## src/rtl/alu_tt_pkg.sv

```systemverilog
// Shared definitions for the 4-bit ALU tile test driver: FSM encodings,
// ALU op codes and the signature MISR step.
package alu_tt_pkg;

    typedef logic [2:0] state_t;

    localparam state_t ST_IDLE    = 3'd0;
    localparam state_t ST_ISSUE   = 3'd1;
    localparam state_t ST_WAIT    = 3'd2;
    localparam state_t ST_PRESENT = 3'd3;
    localparam state_t ST_DONE    = 3'd4;

    localparam logic [2:0] OP_ADD  = 3'd0;
    localparam logic [2:0] OP_SUB  = 3'd1;
    localparam logic [2:0] OP_RSUB = 3'd2;
    localparam logic [2:0] OP_MUL  = 3'd3;
    localparam logic [2:0] OP_AND  = 3'd4;
    localparam logic [2:0] OP_DIV  = 3'd5;
    localparam logic [2:0] OP_RDIV = 3'd6;
    localparam logic [2:0] OP_OR   = 3'd7;

    localparam logic [10:0] LAST_IDX = 11'h7FF;

    // Feedback taps at bits 15, 13, 12 and 10.
    localparam logic [15:0] MISR_TAPS        = 16'hB400;
    localparam logic [15:0] SIG_SEED_DEFAULT = 16'hFFFF;

    function automatic logic [15:0] misr_step(input logic [15:0] sig, input logic [7:0] data);
        logic fb;
        fb = ^(sig & MISR_TAPS);
        return {sig[14:0], fb} ^ {8'h00, data};
    endfunction

endpackage

```

## src/rtl/sig_misr16.sv

```systemverilog
// 16-bit multiple-input signature register folding 8-bit results;
// load reseeds and takes priority over enable.
module sig_misr16
    import alu_tt_pkg::*;
#(
    parameter logic [15:0] SEED = SIG_SEED_DEFAULT
) (
    input  logic        clk,
    input  logic        rst_n,
    input  logic        enable,
    input  logic        load,
    input  logic [7:0]  data_in,
    output logic [15:0] sig
);

    always_ff @(posedge clk or negedge rst_n) begin
        if (!rst_n) begin
            sig <= SEED;
        end else if (load) begin
            sig <= SEED;
        end else if (enable) begin
            sig <= misr_step(sig, data_in);
        end
    end

endmodule

```

## src/rtl/alu_sweep_driver.sv

```systemverilog
// Sweeps all 2048 {op,b,a} vectors through a registered ALU slice, streams
// each result over valid/ready and folds it into a MISR signature.
module alu_sweep_driver
    import alu_tt_pkg::*;
#(
    parameter int unsigned ALU_LATENCY = 1,
    parameter logic [15:0] SIG_SEED    = SIG_SEED_DEFAULT
) (
    input  logic        clk,
    input  logic        rst_n,
    input  logic        start,
    input  logic        abort,
    output logic [2:0]  alu_op,
    output logic [3:0]  alu_a,
    output logic [3:0]  alu_b,
    input  logic [7:0]  alu_result_i,
    output logic        res_valid,
    input  logic        res_ready,
    output logic [7:0]  res_data,
    output logic [10:0] res_idx,
    output logic        busy,
    output logic        done,
    output logic [15:0] signature
);

    localparam logic [2:0] LAT = 3'(ALU_LATENCY);

    state_t      state;
    logic [10:0] idx;
    logic [2:0]  wait_cnt;
    logic        start_ok;
    logic        sample;

    assign start_ok = !abort && start && (state == ST_IDLE || state == ST_DONE);
    assign sample   = !abort && (state == ST_WAIT) && (wait_cnt == LAT);

    // Abort wins over start and handshake but leaves idx, alu_* and signature alone.
    always_ff @(posedge clk or negedge rst_n) begin
        if (!rst_n) begin
            state     <= ST_IDLE;
            idx       <= '0;
            wait_cnt  <= '0;
            alu_op    <= '0;
            alu_a     <= '0;
            alu_b     <= '0;
            res_valid <= 1'b0;
            res_data  <= '0;
            res_idx   <= '0;
            busy      <= 1'b0;
            done      <= 1'b0;
        end else if (abort) begin
            state     <= ST_IDLE;
            res_valid <= 1'b0;
            busy      <= 1'b0;
            done      <= 1'b0;
        end else begin
            case (state)
                ST_IDLE, ST_DONE: begin
                    if (start_ok) begin
                        idx                    <= '0;
                        {alu_op, alu_b, alu_a} <= '0;
                        done                   <= 1'b0;
                        busy                   <= 1'b1;
                        state                  <= ST_ISSUE;
                    end
                end
                ST_ISSUE: begin
                    wait_cnt <= 3'd1;
                    state    <= ST_WAIT;
                end
                ST_WAIT: begin
                    if (sample) begin
                        res_data  <= alu_result_i;
                        res_idx   <= idx;
                        res_valid <= 1'b1;
                        state     <= ST_PRESENT;
                    end else begin
                        wait_cnt <= wait_cnt + 3'd1;
                    end
                end
                ST_PRESENT: begin
                    if (res_ready) begin
                        res_valid <= 1'b0;
                        if (idx == LAST_IDX) begin
                            busy  <= 1'b0;
                            done  <= 1'b1;
                            state <= ST_DONE;
                        end else begin
                            idx                    <= idx + 11'd1;
                            {alu_op, alu_b, alu_a} <= idx + 11'd1;
                            state                  <= ST_ISSUE;
                        end
                    end
                end
                default: begin
                    busy  <= 1'b0;
                    state <= ST_IDLE;
                end
            endcase
        end
    end

    sig_misr16 #(
        .SEED(SIG_SEED)
    ) u_misr (
        .clk    (clk),
        .rst_n  (rst_n),
        .enable (sample),
        .load   (start_ok),
        .data_in(alu_result_i),
        .sig    (signature)
    );

endmodule

```

## config.mk

```make
export PLATFORM = sky130hd
export DESIGN_NAME = alu_sweep_driver
export DESIGN_NICKNAME = d
export VERILOG_FILES = /design/src/rtl/alu_tt_pkg.sv /design/src/rtl/sig_misr16.sv /design/src/rtl/alu_sweep_driver.sv
export SDC_FILE = /design/constraint.sdc
export NUM_CORES = 1
export LEC_CHECK = 0
export CELL_PAD_IN_SITES_DETAIL_PLACEMENT = 0
export CELL_PAD_IN_SITES_GLOBAL_PLACEMENT = 2
export CORE_MARGIN = 4
export CORE_UTILIZATION = 32
export CTS_CLUSTER_DIAMETER = 30
export DETAILED_ROUTE_END_ITERATION = 16
export PLACE_DENSITY = 0.9
export SYNTH_ARGS = -nofsm -noshare
export SYNTH_HDL_FRONTEND = slang
export SYNTH_SLANG_ARGS = --single-unit
```

## constraint.sdc

```tcl
create_clock -name clk -period 2.1 [get_ports clk]
set_clock_uncertainty 0.1 [all_clocks]
set_input_delay 0.63 -clock clk [delete_from_list [all_inputs] [get_ports clk]]
set_output_delay 0.63 -clock clk [all_outputs]
set_load 0.005 [all_outputs]
```

Word-level counts from Yosys, hierarchy flattened
Index checks and enable logic that the tools add are counted.

Bits in registers: 66. Bits in latches: 0. RAM bits: 0. Memory bits (read-only): 0. Input bits: 13. Output and inout bits: 49. Word-level logic and storage cells: 92. Memories kept: 0.

$add $sub $neg: 2. $mul: 0. Divide/modulo/power cells: 0. Order comparisons: 0. Eq/ne operators: 15. Shift-type cells: 0. Multiplexer cells: 39. Bitwise operators: 2. Reduce and logical (&&, ||, !) cells: 22.

Operators with widths (number): $mux W11 (3); $mux W16 (2); $mux W3 (9); $pmux W11 S2 (1); $mux W4 (5); $pmux W4 S2 (2); $reduce_xor A16 Y1 (1); $xor A16 B8 Y16 (1); $ne A3 B3 Y1 const B (4); $pmux W3 S2 (2); $pmux W3 S4 (1); $reduce_and A3 Y1 (4); $add A11 B1 Y11 const B (1); $eq A11 B11 Y1 const B (1); $mux W1 (11); $ne A2 B2 Y1 const B (4); $reduce_and A4 Y1 (2); $eq A3 B1 Y1 const B (2); $eq A3 B2 Y1 const B (2); $reduce_bool A2 Y1 (3); $reduce_bool A3 Y1 (2); $reduce_and A5 Y1 (1); $logic_and A1 B1 Y1 (4); $pmux W1 S2 (2); 9 further kinds (10).

Depth between registers and ports, before layout
Gate-level depths: netlist (run 1).

Depth in word-level cells: 6. Gate-level depth with buffers: 8. Depth with buffers taken out: 6.

Hierarchy
Synthesis (run 1) repeated with hierarchy kept, for this count alone.

Cells, all modules: 246. Area total of the unflattened synthesis: 2713.9 µm².

Modules (own cells, without submodules): alu_sweep_driver (times used 1, cells an instance 176, area an instance 1933.1 µm², sequential area each 975.9 µm²); sig_misr16 (times used 1, cells an instance 70, area an instance 780.7 µm², sequential area each 420.4 µm²).

Least setup slack after synthesis (run 1)
Ideal clock, no wire load.

Kind: input to register. From: in abort. To: reg res_data[0]. Setup time: 0.125 ns. Data arrival time: 1.718 ns. Data required time: 1.875 ns. Slack: 0.157 ns. Cell stages on the path: 5. Path buffers: 2. Cell sequence: buf_2 -> nor2_2 -> nand4_4 -> buf_2 -> mux2_2.

Cells in the longest elaborated chain, start to end: 4. Elaborated cells on any way between the ends: 5. Those cells by class: 1 x bitwise; 4 x reduce/logical.

Ends and longest elaborated chain: start, declared (line alu_sweep_driver.sv:12) `input logic abort,`; $logic_not A1 Y1 (line alu_sweep_driver.sv:35) `assign sample = !abort && (state == ST_WAIT) && (wait_cnt == LAT);`; $logic_and A1 B1 Y1 (2 in a row) (line alu_sweep_driver.sv:35); $reduce_and A3 Y1 (no source line) (*); end signal, assigned (line alu_sweep_driver.sv:73) `res_data <= alu_result_i;`; end, declared (line alu_sweep_driver.sv:19) `output logic [7:0] res_data,`.

Mark *: on every way between the ends. The rest lies on a longest branch, timed or not. A chain may end at the register's enable or synchronous reset.

Worst setup path in the final report (run 1)
From: reg u_misr.sig[3]. To: out signature[3].

RTL lines: start, declared (line sig_misr16.sv:13) `output logic [15:0] sig`; start signal, assigned (line sig_misr16.sv:22) `sig <= misr_step(sig, data_in);`; end, declared (line alu_sweep_driver.sv:23) `output logic [15:0] signature`.

No word-level cell between the ends.

==> results of run 1 <==
[Yosys cell counts, types with 2 or more instances]
master     n  share of area [%]
dfrtp_1   39                 36
o211ai_1   9                2.5
inv_1      3               0.42
clkbuf_1   5               0.70
a21oi_1    8                1.5
o21a_1     2               0.56
a31oi_1    7                1.6
a41oi_1    2               0.65
ha_1       3                1.4
nand3_1    3               0.56
and3_1     3               0.70
xnor2_1   10                3.2
nor2_1    13                1.8
o21ai_0    5               0.93
buf_6      3                1.3
nor3_1     2               0.37
and4_1     2               0.65
a221o_1    2               0.74
nand2_1   24                3.3
dfstp_2   16                 16
buf_2      5               0.93
mux2_2    21                8.8
or3_1      2               0.46
nor4_1     2               0.46
o22ai_1    2               0.46
mux2i_1    8                3.0
or2_2      3               0.70
o31ai_1    2               0.56
nand4_1    4               0.93
[kinds of logic (layout without fill, tap and decap cells)]
family,Yosys count,after routing,share of synthesized area (%)
muxes,29,29,11.7
DFF,55,55,51.8
xor gates and xnor gates,11,11,3.57
AOI/OAI and AO/OA,52,52,14.3
and+or+nand+nor,69,69,13.9
buffers and inverters,16,105,3.30
adders and majority gates,3,3,1.39
[through the flow]
stage	hold WS (ns)	setup TNS, ns	util, %	cells
after floorplan	0.234	0	-	235
after global placement	0.387	-5.71	43.1	410
after detailed placement	0.393	-6.03	43.1	410
after CTS	0.212	0	45.3	429
after global routing	0.225	0	45.7	429
final	0.205	0	45.7	429
[per-layer routing]
layer | wire length, um | part of all wire [%] | global-route usage (%) | up-vias
li1 | - | - | - | 1029
met1 | 3030 | 48 | 18.4 | 1036
met2 | 2830 | 45 | 21.2 | 64
met3 | 425 | 6.7 | 3.34 | 4
met4 | 46 | 0.73 | 2.94 | 0
met5 | 0 | 0 | 0 | -
[registers in the layout (all words and copies together) (netlist names)]
name	flops
busy	1
u_misr.sig	16
res_idx	11
res_data	8
alu_b	3
res_valid	1
state	3
alu_op	3
wait_cnt	3
done	1
alu_a	3
idx	2
[power breakdown]
group          internal [mW]  switching, mW  total [mW]
combinational          0.784          0.585        1.37
sequential              1.33          0.155        1.49
clock                  0.301          0.350       0.651
total                   2.42           1.09        3.51
[what timing repair did]
item / in CTS / in global routing
gates resized for setup: 6 / 14
pin swaps: 0 / 0
setup endpoints to repair: 16 / 14
setup buffers: 11 / 0
[worst paths after layout]
path	start	to	slack, ns
worst min-delay path	rst_n	res_data[4]	0.20
worst max register to register	alu_a[1]	idx[7]	0.22
max in group asynchronous	rst_n	u_misr.sig[9]	1.40
worst max-delay path	u_misr.sig[3]	signature[3]	0.04
worst min register to register	res_data[6]	res_data[6]	0.42
min in group clk	res_data[6]	res_data[6]	0.42
[final cells by class]
class,count,area share [%]
Clock buffer,7,2.57
Clock inverter,1,0.200
Sequential cell,55,37.4
Inverter,3,0.300
Tap cell,105,3.50
Timing Repair Buffer,94,23.8
Multi-Input combinational cell,164,32.2
==> run_results.csv, run 1 <==
group,metric,value,unit
run_status,status,"finished clean",
cells_and_area,mostFrequentLayoutCell,"clkdlybuf4s50_1",
worst_setup_path,worst_path_max_stage_delay,0.54,ns
clock_network,clk_pin_slew_worst_paths,0.09,ns
detailed_routing,wl_per_cell,14.8,um
cells_and_area,design_area,3750,um^2
logic_synthesis,ys_ff_latch,55,
die,chipWidth,99.8,um
sta,slew_headroom,75.5,%
worst_setup_path,critical_path.n_buffers_inverters,1,
worst_setup_path,crit_required,1.37,ns
logic_synthesis,count_of_flip_flops_with_a_built_in_enable_after_synthesis,0,
clock_network,tritoncts.num_buffers,5,
cells_and_area,flow.area_growth_from_synthesis,39.2,%
clock_network,cts_tree,"yes",
detailed_routing,ant_nets,0,
detailed_routing,drt_iter0_drc,47,
placement,place_worst_setup_slack,-0.286,ns
power_and_ir_drop,power_density,934,nW/um^2
logic_synthesis,post_synth.cell_area_avg,11.5,um^2
sta,layout_min_cycle_time,2.06,ns
sta,slew_violations,0,
sta,final_count_of_hold_timing_violations,0,
worst_setup_path,worst-r2r-cell-count,5,
worst_setup_path,crit_path_end_kind,"primary output",
worst_setup_path,worstSetupStartpointType,"flop",
logic_synthesis,gate_count_after_technology_mapping,235,
worst_setup_path,critical_path_peak_fanout,2,
logic_synthesis,synthesis.area,2700,um^2
logic_synthesis,synth.net_count,251,
clock_network,cts_num_sinks,55,
cells_and_area,final_layout_size_suffix_gt1_share,29.3,%
die,row_count,33,
global_route,grt_max_degree,56,
power_and_ir_drop,irDropWorstVdd,0.316,mV
logic_synthesis,synthArstFlopShare,100,%
clock_network,clock_path_buffers,2,
cells_and_area,num-fill-cells,769,
detailed_routing,routed-via-count,2133,
worst_setup_path,critPathArrivalTime,1.33,ns
hold_path,path_class_of_the_lowest_slack_min_delay_path,"primary input to asynchronous set/reset pin",
clock_network,clk_root_buffer_cell,"clkbuf_8",
die,die-height,99.8,um
worst_setup_path,path_cells,"clkdlybuf4s50_1",
power_and_ir_drop,total_leakage_power,1.62,nW
global_route,grt_pass1_vias,2199,
sta,timing_worst_slew_pin_value,0.367,ns
detailed_routing,detailedRoute.firstPassIterationCount,5,
placement,port_buffers,61,
logic_synthesis,ys_flop_type,"dfrtp_1",
clock_network,cts.htree.levels,2,
placement,postPlaceCellArea,3540,um^2
cells_and_area,finalNetCount,339,
cells_and_area,layout.cells.most_common_list,"clkdlybuf4s50_1 (45), dfrtp_1 (34), buf_4 (31)",
global_route,grt_antenna_before_repair,0,
power_and_ir_drop,total_power,3.51,mW
cells_and_area,antenna_cells,0,
die,placeable_core_area,8220,um^2
worst_setup_path,critPathSlowestCell,"dfstp_2",
global_route,grt.total_usage,13.3,%
detailed_routing,drt_drc_violations_left,0,
worst_setup_path,crit_cells,1,
sta,setup_violations,0,
logic_synthesis,synth-warning-count,0,
die,initial_cell_density_of_the_core,32.8,%
clock_network,clkLatencyLatePin,0.31,ns
clock_network,holdBufCountCts,0,
sta,fin_crit_sh,98.0,%
placement,dpl.hpwl,4520,um
die,dieArea,9950,um^2
placement,gp_routability_congestion,0.750,
sta,final.setup.worst_slack,0.0423,ns
global_route,grt_ovf,0,
cells_and_area,sequential_cell_area,1400,um^2
sta,max_clock_freq,486,MHz
sta,rsz0062_at_grt,"no",
global_route,grt_pass1_wl,10900,um
flow_run,drv_cap,0,
detailed_routing,vias_per_cell,4.97,
die,ios,62,
worst_setup_path,path_delay_family,"flip-flops",
logic_synthesis,synth_sequential_area_ratio,51.8,%
logic_synthesis,yosys.cell_types.count,54,
detailed_routing,total_detailed_routing_wirelength,6340,um
worst_setup_path,critical_path_class,"flop to primary output",
cells_and_area,total_area_of_multi_input_combinational_cells,1210,um^2
Note: power is estimated with default switching activity, not from simulation.
==> inputs of run 2 (changes only) <==
Settings changed: PLACE_DENSITY 0.9 to 0.91, SYNTH_HIERARCHICAL set to 1.
==> run 2 against run 1 <==
  * Global-route usage rose by 0.83 points
  * Die area increased by 0.64%
  * Largest power group is now combinational logic
  * Critical path depth stayed put
  * Utilization is 1.6 points higher
  * Sequential share of layout area decreased by 1.2 points
==> run_results.csv, run 2 <==
group,metric,value,unit
logic_synthesis,gate_count_after_technology_mapping,246,
sta,setup_violations,0,
detailed_routing,drt_drc_violations_left,0,
die,chipWidth,100,um
sta,fin_crit_sh,98.7,%
sta,slew_headroom,67.3,%
cells_and_area,regMostFlops,"u_misr/sig",
worst_setup_path,rrSetupSlack,0.09,ns
sta,setup_total_negative_slack,0,ns
cells_and_area,mostFrequentLayoutCell,"clkdlybuf4s50_1",
cells_and_area,flow.area_growth_from_synthesis,43.1,%
logic_synthesis,synthMuxAreaShare,7.47,%
placement,port_buffers,61,
worst_setup_path,critical_path.n_buffers_inverters,1,
die,placeable_core_area,8220,um^2
worst_setup_path,critPathSlowestCell,"dfstp_2",
hold_path,path_class_of_the_lowest_slack_min_delay_path,"primary input to asynchronous set/reset pin",
logic_synthesis,top_count_cell_post_synth,"dfrtp_1",
clock_network,clk_root_buffer_cell,"clkbuf_8",
clock_network,cts.htree.levels,2,
cells_and_area,total_area_of_multi_input_combinational_cells,1230,um^2
logic_synthesis,synthesis.area,2710,um^2
clock_network,clk_pin_slew_worst_paths,0.10,ns
global_route,grt_ovf,0,
global_route,grt_pass1_wl,11400,um
detailed_routing,wl_per_cell,15.3,um
logic_synthesis,synthTopCellsByCount,"dfrtp_1 (39), mux2_2 (18), nor2_1 (17)",
detailed_routing,vias_per_cell,5.05,
placement,gp_routability_congestion,0.838,
clock_network,cts_num_sinks,55,
logic_synthesis,synth_xor_area_share,4.06,%
clock_network,holdBufCountCts,0,
cells_and_area,final_layout_size_suffix_gt1_share,32.1,%
detailed_routing,detailedRoute.firstPassIterationCount,4,
cells_and_area,num-fill-cells,806,
die,dieArea,10000,um^2
clock_network,cts_tree,"yes",
logic_synthesis,synth_top_area_share,36.0,%
sta,final_count_of_hold_timing_violations,0,
logic_synthesis,synth-warning-count,6,
logic_synthesis,synth.net_count,262,
detailed_routing,total_detailed_routing_wirelength,6850,um
sta,layout_min_cycle_time,2.07,ns
die,row_count,33,
worst_setup_path,worst-r2r-cell-count,6,
logic_synthesis,synth.top_cells.by_area,"dfrtp_1 (36%), dfstp_2 (15%), mux2_2 (7.5%)",
worst_setup_path,crit_cells,1,
sta,final.setup.worst_slack,0.0281,ns
clock_network,clock_path_buffers,2,
worst_setup_path,critical_path_class,"flop to primary output",
die,die-height,100,um
global_route,grt.total_usage,14.2,%
cells_and_area,layout.cells.most_common_list,"clkdlybuf4s50_1 (43), buf_4 (39), dfrtp_1 (33)",
detailed_routing,ant_nets,0,
cells_and_area,antenna_cells,0,
logic_synthesis,yosysTopAreaCell,"dfrtp_1",
die,initial_cell_density_of_the_core,33.0,%
worst_setup_path,critPathArrivalTime,1.34,ns
logic_synthesis,synth_simple_gate_area_share,16.7,%
worst_setup_path,worstSetupStartpointType,"flop",
placement,dpl.hpwl,4680,um
logic_synthesis,synth_compound_gate_area_share,15.4,%
sta,slew_violations,0,
logic_synthesis,ys_ff_latch,55,
sta,timing_worst_slew_pin_value,0.489,ns
worst_setup_path,worstReg2RegStart,"alu_a[0]",
logic_synthesis,post_synth.cell_area_avg,11.0,um^2
die,ios,62,
logic_synthesis,synth_sequential_area_ratio,51.5,%
power_and_ir_drop,total_power,4.16,mW
power_and_ir_drop,irDropWorstVdd,0.380,mV
sta,rsz0062_at_grt,"no",
detailed_routing,drt_iter0_drc,63,
power_and_ir_drop,power_density,1070,nW/um^2
logic_synthesis,synth_fa_ha_area_share,1.38,%
clock_network,clkLatencyLatePin,0.31,ns
logic_synthesis,combinational_family_with_the_most_area_after_synthesis,"simple AND/OR/NAND/NOR gates",
global_route,grt_max_degree,56,
worst_setup_path,path_delay_family,"flip-flops",
cells_and_area,number_of_flip_flops_under_the_largest_register_name,16,
logic_synthesis,count_of_flip_flops_with_a_built_in_enable_after_synthesis,0,
detailed_routing,routed-via-count,2261,
logic_synthesis,synthArstFlopShare,100,%
cells_and_area,biggestRegsByFlops,"u_misr/sig: 16 flops, res_idx: 11 flops, res_data: 8 flops",
worst_setup_path,critical_path_peak_fanout,2,
clock_network,tritoncts.num_buffers,5,
worst_setup_path,crit_required,1.37,ns
worst_setup_path,crit_path_end_kind,"primary output",
worst_setup_path,worst_path_max_stage_delay,0.54,ns
global_route,grt_pass1_vias,2301,
logic_synthesis,ys_flop_type,"dfrtp_1",
placement,place_worst_setup_slack,-0.289,ns
run_status,status,"finished clean",
sta,max_clock_freq,483,MHz
worst_setup_path,path_cells,"clkdlybuf4s50_1",
flow_run,drv_cap,0,
power_and_ir_drop,total_leakage_power,1.65,nW
worst_setup_path,r2r_end,"alu_op[1]",
cells_and_area,finalNetCount,358,
cells_and_area,sequential_cell_area,1400,um^2
logic_synthesis,yosys.cell_types.count,53,
global_route,grt_antenna_before_repair,0,
-- run 2: cell types whose count changed in the layout (fill, tap and decap cells not counted), moves of 5 or more --
cell      before  now
a21oi_1        8   13
a211o_1        1    7
buf_4         31   39
o211ai_1       9    1
nand2_1       24   13
nor2b_1        1   12
mux2i_1        8    0
-- run 2: metal layers --
| metal | GRT usage [%] | wire (um) | vias up |
|---|---|---|---|
| met5 | 0 | 0 | - |
| met2 | 23.0 | 3100 | 64 |
| met1 | 19.4 | 3300 | 1107 |
| met3 | 2.64 | 345 | 10 |
| met4 | 4.04 | 108 | 0 |
| li1 | - | - | 1080 |
-- run 2: power breakdown --
group	switching [mW]	leakage, nW	internal [mW]
Sequential	0.191	0.681	1.42
Combinational	0.781	0.928	1.17
Clock	0.361	0.0402	0.233
-- run 2: kinds of logic (layout without fill, tap and decap cells) --
logic type | Yosys count | in the layout
buffers and inverters | 21 | 118
muxes | 18 | 18
and+or+nand+nor | 81 | 81
DFF | 55 | 55
adders and majority gates | 3 | 3
xor gates and xnor gates | 11 | 11
AOI/OAI and AO/OA | 57 | 57
-- run 2: how the worst max path moves through the flow --
stage / startpoint / end
global placement: start / idx[7]
detailed placement: start / idx[7]
global route: alu_b[0] / alu_b[0]
finish: u_misr/sig[1] / signature[1]
floorplan: abort / u_misr/sig[13]
CTS: u_misr/sig[12] / signature[12]
-- run 2: area by class of cell --
class | count | share of cell area [%]
repair buffers | 104 | 25.8
multi-input cells | 170 | 31.8
inverters | 6 | 0.580
flip-flops and latches | 55 | 36.1
clock inverters | 3 | 0.515
well taps | 105 | 3.38
clock buffers | 5 | 1.77
-- run 2: metrics by stage --
step           cells  area [um^2]  hold WS, ns  utilization, %
2_1_floorplan    246         2710        0.234               -
3_3_place_gp     425         3640        0.362            44.3
3_5_place_dp     425         3640        0.377            44.3
4_1_cts          445         3810        0.211            46.4
5_1_grt          448         3880        0.209            47.3
6_report         448         3880        0.201            47.3
-- run 2: what timing repair did --
| item | in CTS | in global routing |
|---|---|---|
| endpoints found under the setup margin | 17 | 19 |
| setup buffers | 12 | 3 |
| resized for setup | 6 | 19 |
| pin swaps | 0 | 1 |
| hold endpoints to repair | 0 | 0 |
==> inputs of run 3 (changes only) <==
==> constraint.sdc (replaced) <==
create_clock -name clk -period 2.1 [get_ports clk]
set_clock_uncertainty 0.1 [all_clocks]
set_input_delay 0.21 -clock clk [delete_from_list [all_inputs] [get_ports clk]]
set_output_delay 0.21 -clock clk [all_outputs]
set_load 0.005 [all_outputs]
==> run 3 against run 2 <==
  * Maximum frequency up 7.3%
  * Setup slack better by 0.14 ns
  * Register-to-register slack better by 0.08 ns
  * Largest cell class unchanged
  * Wire length down 3.9%
  * Clock power up 11%
  * Critical endpoint is now idx[7]
  * Non-clock buffer count down 23
  * Sequential share of layout area up 1.8 points
==> run_results.csv, run 3 (synthesis gave the netlist of run 2 again) <==
group,metric,value,unit
worst_setup_path,critical_path.n_buffers_inverters,1,
global_route,grt.total_usage,13.9,%
global_route,grt_ovf,0,
clock_network,clk_root_buffer_cell,"clkbuf_8",
worst_setup_path,critPathSlowestCell,"dfrtp_1",
die,dieArea,10000,um^2
cells_and_area,num-fill-cells,798,
global_route,grt_antenna_before_repair,0,
cells_and_area,finalNetCount,335,
worst_setup_path,critPathArrivalTime,2.02,ns
die,placeable_core_area,8220,um^2
detailed_routing,total_detailed_routing_wirelength,6580,um
global_route,grt_pass1_wl,11100,um
sta,setup_violations,0,
sta,slew_violations,0,
worst_setup_path,critical_path.most_common_cell,"and4_1",
power_and_ir_drop,irDropWorstVdd,0.343,mV
sta,timing_worst_slew_pin_value,0.425,ns
worst_setup_path,path_cells,"ha_1, and4_1, and4_1, buf_4, a21boi_2, o221ai_1",
sta,rsz0062_at_grt,"no",
detailed_routing,wl_per_cell,15.5,um
worst_setup_path,critical_path_class,"flop to flop",
die,die-height,100,um
sta,fin_crit_sh,91.9,%
die,chipWidth,100,um
cells_and_area,number_of_flip_flops_under_the_largest_register_name,16,
detailed_routing,ant_nets,0,
clock_network,clkLatencyLatePin,0.31,ns
worst_setup_path,worstSetupStartpointType,"flop",
cells_and_area,layout.cells.most_common_list,"clkdlybuf4s50_1 (60), dfrtp_1 (39), mux2_2 (18)",
clock_network,clock_path_buffers,2,
placement,dpl.hpwl,4750,um
flow_run,drv_cap,0,
sta,layout_min_cycle_time,1.93,ns
detailed_routing,detailedRoute.firstPassIterationCount,4,
global_route,grt_pass1_vias,2137,
sta,max_clock_freq,518,MHz
worst_setup_path,critical_path_peak_fanout,6,
placement,gp_routability_congestion,0.812,
worst_setup_path,crit_required,2.19,ns
clock_network,cts.htree.levels,2,
sta,setup_total_negative_slack,0,ns
cells_and_area,antenna_cells,0,
sta,final_count_of_hold_timing_violations,0,
cells_and_area,final_layout_size_suffix_gt1_share,25.0,%
detailed_routing,drt_drc_violations_left,0,
hold_path,path_class_of_the_lowest_slack_min_delay_path,"primary input to asynchronous set/reset pin",
clock_network,total_of_cells_resized_after_clock_tree_synthesis,0,
die,row_count,33,
detailed_routing,vias_per_cell,5.08,
clock_network,tritoncts.num_buffers,5,
cells_and_area,flow.area_growth_from_synthesis,35.7,%
power_and_ir_drop,total_leakage_power,1.52,nW
cells_and_area,regMostFlops,"u_misr/sig",
power_and_ir_drop,power_density,1100,nW/um^2
detailed_routing,routed-via-count,2159,
clock_network,clk_pin_slew_worst_paths,0.10,ns
die,initial_cell_density_of_the_core,33.0,%
cells_and_area,biggestRegsByFlops,"u_misr/sig: 16 flops, res_idx: 11 flops, res_data: 8 flops",
clock_network,cts_num_sinks,55,
clock_network,cts_tree,"yes",
worst_setup_path,crit_path_end_kind,"flop",
sta,slew_headroom,71.6,%
global_route,grt_max_degree,45,
placement,port_buffers,61,
power_and_ir_drop,total_power,4.03,mW
die,ios,62,
worst_setup_path,path_delay_family,"simple AND/OR/NAND/NOR gates",
cells_and_area,mostFrequentLayoutCell,"clkdlybuf4s50_1",
detailed_routing,drt_iter0_drc,81,
worst_setup_path,worst_path_max_stage_delay,0.39,ns
run_status,status,"finished clean",
==> run 3: cell types whose count changed in the layout (fill, tap and decap cells not counted), sizes merged <==
| cell | before | now |
|---|---|---|
| clkdlybuf4s50 | 43 | 60 |
| clkinv | 1 | 0 |
| clkinvlp | 2 | 1 |
| clkbuf | 5 | 7 |
| dlygate4sd3 | 0 | 1 |
| buf | 44 | 20 |
| dlymetal6s2s | 12 | 0 |
| dlygate4sd2 | 5 | 0 |
==> run 3: worst reg2reg max path, cell delays in order, from the launching register on <==
cell and delay (ns):
dfrtp_1 0.39, ha_1 0.22, and4_1 0.24, and4_1 0.29, buf_4 0.17, a21boi_2 0.26, o221ai_1 0.15
==> run 3: area by class of cell <==
cell class / instances / area [um^2] / share of cell area [%]
clock buffers: 7 / 96.3 / 2.62
clock inverters: 1 / 7.51 / 0.204
inverters: 6 / 22.5 / 0.612
multi-input cells: 170 / 1220 / 33.1
flip-flops and latches: 55 / 1400 / 37.9
well taps: 105 / 131 / 3.57
repair buffers: 81 / 808 / 22.0
==> run 3: final timing paths <==
| kind | from | to | slack, ns | depth (start not counted) |
|---|---|---|---|---|
| worst max-delay path | alu_a[0] | idx[7] | 0.17 | 6 |
| worst min-delay path | rst_n | res_data[5] | 0.20 | 2 |
| worst max register to register | alu_a[0] | idx[7] | 0.17 | 6 |
| worst min register to register | res_idx[3] | res_idx[3] | 0.39 | 2 |
| max in group asynchronous | rst_n | u_misr/sig[14] | 1.11 | 3 |
| min in group clk | res_idx[3] | res_idx[3] | 0.39 | 2 |
==> run 3: report_power, final <==
part / switching, mW / internal (mW) / leakage, nW
clock network: 0.357 / 0.301 / 0.0505
logic: 0.682 / 1.03 / 0.783
registers: 0.237 / 1.43 / 0.691
==> run 3: per-layer routing <==
layer  global-route usage [%]  vias to the layer above  wire length [um]
met4                     3.73                        0                42
li1                         -                     1038                 -
met1                     19.2                     1059              3140
met2                     21.6                       60              3000
met3                     3.82                        2               397
met5                        0                        -                 0
==> run 3: through the flow <==
| stage | cell area (um^2) | std cells | utilization (%) | hold WS [ns] | worst slack [ns] |
|---|---|---|---|---|---|
| floorplan | 2710 | 246 | - | -0.186 | 0.170 |
| finish | 3680 | 425 | 44.8 | 0.202 | 0.170 |
| CTS | 3680 | 425 | 44.8 | 0.209 | 0.166 |
| global placement | 3570 | 416 | 43.4 | 0.0173 | 0.140 |
| global route | 3680 | 425 | 44.8 | 0.217 | 0.0647 |
| detailed placement | 3570 | 416 | 43.4 | 0.0185 | 0.105 |
==> run 3: what timing repair did <==
item	CTS	global route
hold endpoints to repair	11	0
endpoints found under the setup margin	0	0
setup buffers	0	0
hold buffers	1	0
